===== config.mk =====
export PLATFORM = sky130hd
export DESIGN_NAME = action_executor
export DESIGN_NICKNAME = d
export VERILOG_FILES = /design/src/rtl/action_executor.sv
export SDC_FILE = /design/constraint.sdc
export NUM_CORES = 1
export LEC_CHECK = 0
export CAP_MARGIN = 30
export CELL_PAD_IN_SITES_DETAIL_PLACEMENT = 0
export CELL_PAD_IN_SITES_GLOBAL_PLACEMENT = 1
export CORE_MARGIN = 8
export CORE_UTILIZATION = 46
export DETAILED_ROUTE_END_ITERATION = 16
export PLACE_DENSITY_LB_ADDON = 0.05
export SETUP_SLACK_MARGIN = 0.05
export SYNTH_ARGS = -nofsm -noshare
export SYNTH_HDL_FRONTEND = slang
export SYNTH_SLANG_ARGS = --single-unit

===== constraint.sdc =====
create_clock -name clk -period 5.61 [get_ports clk]
set_input_delay 1.122 -clock clk [delete_from_list [all_inputs] [get_ports clk]]
set_output_delay 1.122 -clock clk [all_outputs]
set_load 0.05 [all_outputs]

===== src/rtl/action_executor.sv =====
// Runs one timed pet action per four-phase exec handshake, stepping an
// animation frame on every one-second tick and counting completed actions.
module action_executor #(
    parameter int unsigned CLOCK_FREQ = 50,
    parameter int unsigned FEED_SECS  = 3,
    parameter int unsigned PLAY_SECS  = 5,
    parameter int unsigned CLEAN_SECS = 4,
    parameter int unsigned HEAL_SECS  = 6
) (
    input  logic        clk,
    input  logic        rst,
    input  logic        exec,
    input  logic [1:0]  selected,
    output logic        exec_status,
    output logic        busy,
    output logic [1:0]  active_action,
    output logic [1:0]  anim_frame,
    output logic        abort_pulse,
    output logic [15:0] done_count
);

    localparam int unsigned PRESC_W = (CLOCK_FREQ > 1) ? $clog2(CLOCK_FREQ) : 1;
    localparam int unsigned TICK_W  = 8;
    localparam int unsigned CNT_W   = 16;

    typedef enum logic [1:0] {
        IDLE = 2'd0,
        RUN  = 2'd1,
        DONE = 2'd2
    } state_t;

    state_t              state_q;
    state_t              state_d;
    logic [PRESC_W-1:0]  presc_q;
    logic [TICK_W-1:0]   ticks_q;
    logic [CNT_W-1:0]    done_cnt_q;
    logic [TICK_W-1:0]   duration_c;
    logic                tick_c;
    logic                finish_c;
    logic                start_c;
    logic                abort_c;

    assign done_count = done_cnt_q;

    // Duration of the latched action, in ticks
    always_comb begin
        duration_c = TICK_W'(FEED_SECS);
        case (active_action)
            2'd0:    duration_c = TICK_W'(FEED_SECS);
            2'd1:    duration_c = TICK_W'(PLAY_SECS);
            2'd2:    duration_c = TICK_W'(CLEAN_SECS);
            default: duration_c = TICK_W'(HEAL_SECS);
        endcase
    end

    assign tick_c   = (state_q == RUN) && (presc_q == PRESC_W'(CLOCK_FREQ - 1));
    assign finish_c = tick_c && ((ticks_q + TICK_W'(1)) == duration_c);

    // State register
    always_ff @(posedge clk or posedge rst) begin
        if (rst) begin
            state_q <= IDLE;
        end else begin
            state_q <= state_d;
        end
    end

    // Next-state logic; a dropped exec in RUN takes priority over completion
    always_comb begin
        state_d = state_q;
        start_c = 1'b0;
        abort_c = 1'b0;
        case (state_q)
            IDLE: begin
                if (exec) begin
                    state_d = RUN;
                    start_c = 1'b1;
                end
            end
            RUN: begin
                if (!exec) begin
                    state_d = IDLE;
                    abort_c = 1'b1;
                end else if (finish_c) begin
                    state_d = DONE;
                end
            end
            DONE: begin
                if (!exec) begin
                    state_d = IDLE;
                end
            end
            default: begin
                state_d = IDLE;
            end
        endcase
    end

    // Registered status flags, decoded from the next state
    always_ff @(posedge clk or posedge rst) begin
        if (rst) begin
            busy        <= 1'b0;
            exec_status <= 1'b0;
            abort_pulse <= 1'b0;
        end else begin
            busy        <= (state_d == RUN);
            exec_status <= (state_d == DONE);
            abort_pulse <= abort_c;
        end
    end

    // Prescaler, tick counter, animation frame and latched action code
    always_ff @(posedge clk or posedge rst) begin
        if (rst) begin
            active_action <= 2'd0;
            presc_q       <= '0;
            ticks_q       <= '0;
            anim_frame    <= 2'd0;
        end else if (start_c) begin
            active_action <= selected;
            presc_q       <= '0;
            ticks_q       <= '0;
            anim_frame    <= 2'd0;
        end else if (state_d == IDLE) begin
            presc_q    <= '0;
            ticks_q    <= '0;
            anim_frame <= 2'd0;
        end else if (state_q == RUN) begin
            if (tick_c) begin
                presc_q    <= '0;
                ticks_q    <= ticks_q + TICK_W'(1);
                anim_frame <= anim_frame + 2'd1;
            end else begin
                presc_q <= presc_q + PRESC_W'(1);
            end
        end
    end

    // Completed-action counter, saturating
    always_ff @(posedge clk or posedge rst) begin
        if (rst) begin
            done_cnt_q <= '0;
        end else if ((state_q == RUN) && (state_d == DONE) && (done_cnt_q != '1)) begin
            done_cnt_q <= done_cnt_q + CNT_W'(1);
        end
    end

endmodule


# After elaboration in Yosys (flattened, before gate mapping)
# Cells that the tools add are included.
# classes
mux	22
reduce_logical	10
n_eq_ne	9
add_sub_neg	4
# ops
operator	n
$mux W8	4
$mux W6	4
$add A16 B1 Y16 const B	1
$mux W2	8
$ne A16 B16 Y1 const B	1
$pmux W3 S3	1
$add A8 B1 Y8 const B	1
$eq A8 B8 Y1	1
$add A6 B1 Y6 const B	1
$eq A2 B1 Y1 const B	3
$eq A2 B2 Y1 const B	3
$eq A6 B6 Y1 const B	1
$logic_not A2 Y1	3
$pmux W2 S3	1
$reduce_bool A3 Y1	2
$logic_and A1 B1 Y1	4
$mux W1	4
$add A2 B1 Y2 const B	1
$reduce_and A2 Y1	1
# word_totals
output_inout_bits	23
register_bits	39
in_bits	5
word_cells	54

# Logic depth before layout (Yosys ltp)
# depth
ltp_word	10
ltp_mapped	9
depth_no_buf	8

# Worst setup path after synthesis
# No wires, ideal clock.
# synth_path
path_type	register to register
from	register active_action[0]
to	register done_cnt_q[15], in the netlist done_count[15]
t_required_ps	5470
path_stages_with_launch	10
period_less_slack_ps	2834
arrival_time_ps	2694
setup_time_ps	140
path_buffers	1
path_slack_ps	2776
cell_sequence	dfrtp_1 inv_1 ha_1 or3b_1 o32ai_2 o2111ai_2 nor4_4 buf_6 nand4_4 xnor2_2
# synth_between
elab_chain_len	10
elab_cells_between_ends	12
classes_between	eq/ne: 4; mux: 4; reduce/logical: 4
# synth_rtl
item	line_no	text
from (decl)	16	output logic [1:0] active_action,
from (signal assigned)	120	active_action <= selected;
$eq A2 B2 Y1, or another cell as far along	48	case (active_action)
$pmux W3 S3 *	48	
$eq A8 B8 Y1 *	57	assign finish_c = tick_c && ((ticks_q + TICK_W'(1)) == duration_c);
$logic_and A1 B1 Y1 *	57	
$mux W2 *	84	end else if (finish_c) begin
$mux W2 *	81	if (!exec) begin
$pmux W2 S3 *	73	case (state_q)
$eq A2 B2 Y1 *	143	end else if ((state_q == RUN) && (state_d == DONE) && (done_cnt_q != '1)) begin
$logic_and A1 B1 Y1 * (2 in a row)	143	
to (signal assigned)	144	done_cnt_q <= done_cnt_q + CNT_W'(1);
to (decl)	36	logic [CNT_W-1:0] done_cnt_q;
# Every way passes the cells marked *; elsewhere a longest branch is shown, timed or not.
# A chain may end at the register's enable or synchronous reset.

# Final worst setup path
# layout_path
from	input port exec
to	register done_cnt_q[1], in the netlist done_count[1]
# layout_between
elab_chain_len	5
elab_cells_between_ends	7
classes_between	eq/ne: 1; mux: 4; reduce/logical: 2
# layout_rtl
item	line_no	text
from (decl)	12	input logic exec,
$mux W2, on equally long branches	89, 75, 81	
$pmux W2 S3 *	73	
$eq A2 B2 Y1 *	143	
$logic_and A1 B1 Y1 * (2 in a row)	143	
# Marked as above.

==> results by group <==
Outcome
  • Run status: finished, final reports clean

GRT
  • First-pass GRT wire length: 7140 um
  • Global routing usage summed across all routing layers: 13.5%
  • Maximum number of pins on one net before global-route repair: 40
  • Number of antenna violations at the first check in global routing: 0
  • Total congestion overflow after global routing: 0
  • Number of global-route vias before repair: 1521

Floorplan
  • Number of cell rows: 24
  • Floorplan die width: 82.5 um
  • Die area: a little under 7000 um^2
  • I/O pin count: 28
  • Placeable core region: ~4300 um^2
  • Effective utilization at floorplan: a little under half
  • Die Span Y: 82.5 um

Finish
  • N_diodes: 0
  • Proportion of layout cells with a drive suffix above 1: 8.52%
  • Fin area: roughly 2500 um^2
  • Number of non-filler instances in the completed layout: around 280
  • Area grow syn2layout: 20.8%
  • Filler Cell Count: 391
  • Final core utilization: 57.3%
  • Number of nets in the final layout: around 230

Timing
  • Min Clock Period, post-route: 3.14 ns
  • Setup repair after global routing missed its margin: no
  • Pins over their slew limit: 0
  • Hold Fails Final Rpt: 0
  • Sum of negative setup slack: 0 ns
  • Count of endpoints failing setup in the final report: 0
  • Setup WS post-layout: 2.47 ns
  • Max Freq: 319 MHz
  • Worst-case clock skew: 0.00887 ns
  • Relative slew slack: 32.8%
  • Smallest hold slack: 0.489 ns
  • Slew at the pin with the worst max-slew slack: 1.00 ns
  • Final cycle utilization of the critical path: 55.9%

Clock network
  • CTS tree: done
  • Clock net sink count: 39
  • Number of instances resized during post-cts repair: 0
  • Root Buffer Master: sky130_fd_sc_hd__clkbuf_8
  • Clock Tree Buf Depth: 2
  • Buffers inserted by post-CTS timing repair: 0
  • Source-to-sink clock delay at the later pin of the worst-skew pair: 0.29 ns
  • Clock transition at path regs: 0.08 ns
  • H-tree depth reported by CTS: 2
  • Cts hold-fix bufs: 0
  • CTS Buf Count: 5

Run
  • Maximum Capacitance Violations: 0

Worst setup path
  • Classification of the worst setup path: input port to flip-flop
  • Largest stage delay on the critical path: roughly 0.75 ns
  • Cell-by-cell trace of the critical path: clkdlybuf4s50_1, nand3b_1, a41o_1, nor4_4, mux2_2
  • Nature of the critical path startpoint: input port
  • Capturing element type of the critical path: flip-flop
  • Cell type of the slowest stage on the worst timing path: sky130_fd_sc_hd__nor4_4
  • Data arrival time of the worst path: 3.32 ns
  • Required time of the worst setup path: ~5.8 ns
  • Crit Path Max Fanout: 16

Place
  • Half-perimeter wire length of the detailed placement result: 2880 um
  • Number of buffer cells added on primary ports: 27
  • Cell count after placement: about 270
  • Worst Setup Slack post-DPL: 2.16 ns
  • Standard cell area after detailed placement: between 2000 and 2500 um^2
  • Final weighted congestion in routability-driven placement: 0.804

Logic synthesis
  • Async set or reset register ratio after synthesis: 100%
  • Count of yosys warnings during synthesis: 0
  • Post-Synthesis Mean Instance Area: 10.5 um^2
  • Part of the Yosys area used for sequential elements: 48.0%
  • Mapped cell area: approximately 2000 um^2
  • Number of flops mapped to enable cells by yosys: 0
  • Synth Net Count: 205
  • Flip-flop and latch count after synthesis: 39
  • Cell variety after synth: 43
  • Synthesized netlist cell count: ~190
  • Top FF cell, synth: sky130_fd_sc_hd__dfrtp_1

Power and ir drop
  • Leak Pwr: 1.03 nW
  • Overall power: 571 uW
  • Cell area power density: around 230 nW/um^2
  • Largest voltage drop on the vdd net: 139 uV

Route
  • Routed length per instance: 14.7 um
  • Via Count: 1459
  • Initial DRT Pass Iterations: 6
  • Initial drt markers: 49
  • Number of nets still failing antenna checks after routing: 0
  • Total Wirelength: around 4000 um
  • Number of design rule violations left after detail routing: 0
  • Drt via density: 5.31

Min path
  • Tightest Hold Check Type: flip-flop to flip-flop
-- report_power, final --
group | total (mW) | internal [mW] | switching, mW
logic | 0.0482 | 0.0169 | 0.0313
clock network | 0.236 | 0.132 | 0.103
registers | 0.287 | 0.284 | 0.00265
total | 0.571 | 0.434 | 0.137
-- cells in the final DEF, fill, tap and decap left out, drive strengths merged, types with 2 or more instances in the layout --
master / instances
a21boi: 3
a31oi: 3
and2: 3
and3: 4
and4: 2
buf: 2
clkbuf: 5
clkdlybuf4s50: 27
clkinv: 2
dfrtp: 39
ha: 6
inv: 6
nand2: 16
nand2b: 2
nand3: 10
nand3b: 2
nand4: 9
nor2: 18
nor2b: 2
nor3: 7
nor4: 2
o21a: 3
o21ai: 6
xnor2: 18
xor2: 11
-- kinds of logic after synthesis --
group	after synthesis	share of synthesized area [%]
AO/OA/AOI/OAI	23	8.49
XOR/XNOR	29	12.9
adder cells (fa/ha/maj)	6	3.69
buffers and inverters	14	3.01
flip-flops	39	48.0
multiplexers	2	1.05
AND/OR/NAND/NOR	81	22.9
-- layer usage --
layer | up-vias | part of all wire (%) | global-route usage (%)
li1 | 725 | - | -
met1 | 704 | 46 | 16.5
met2 | 25 | 48 | 22.5
met3 | 5 | 4.8 | 4.00
met4 | 0 | 0.79 | 4.14
met5 | - | 0 | 0
-- synth_stat cells, types with 4 or more instances --
cell type / number / area, um^2
sky130_fd_sc_hd__clkbuf_1: 6 / 22.5
sky130_fd_sc_hd__nand3_1: 8 / 40.0
sky130_fd_sc_hd__and3_1: 4 / 25.0
sky130_fd_sc_hd__nor2_1: 18 / 67.6
sky130_fd_sc_hd__dfrtp_1: 39 / 976
sky130_fd_sc_hd__nand4_1: 8 / 50.1
sky130_fd_sc_hd__o21ai_0: 6 / 30.0
sky130_fd_sc_hd__xnor2_1: 17 / 149
sky130_fd_sc_hd__xor2_1: 11 / 96.3
sky130_fd_sc_hd__inv_1: 6 / 22.5
sky130_fd_sc_hd__nand2_1: 16 / 60.1
sky130_fd_sc_hd__ha_1: 6 / 75.1
sky130_fd_sc_hd__nor3_1: 6 / 30.0
-- final timing paths --
check / start / end / slack [ns] / cells past startpoint
min reg2reg: done_count[6] / done_count[6] / 0.49 / 1
max: exec / done_count[1] / 2.47 / 5
max in group asynchronous: rst / done_count[14] / 4.01 / 3
min in group asynchronous: rst / abort_pulse / 1.23 / 3
max reg2reg: presc_q[1] / done_count[1] / 2.49 / 7
min: done_count[6] / done_count[6] / 0.49 / 1
-- state kept, by name, indices dropped and copies added, names as in the netlist --
name and cells:
abort_pulse 1, active_action 2, anim_frame 2, busy 1, done_count 16, exec_status 1
presc_q 6, state_q 2, ticks_q 8
-- critical path: cells and delay by family --
| family | cells | cell delay (ns) |
|---|---|---|
| AO/OA/AOI/OAI | 1 | 0.24 |
| buffers and inverters | 1 | 0.65 |
| multiplexers | 1 | 0.42 |
| AND/OR/NAND/NOR | 2 | 0.87 |
-- layout make-up --
type / count / area [um^2] / share of cell area [%]
Tap cell: 52 / 65.1 / 2.65
Multi-Input combinational cell: 141 / 997 / 40.6
Sequential cell: 39 / 976 / 39.7
Clock inverter: 3 / 43.8 / 1.78
Timing Repair Buffer: 29 / 285 / 11.6
Inverter: 6 / 22.5 / 0.916
Clock buffer: 5 / 68.8 / 2.80
Power figures use the tool's default switching activity.
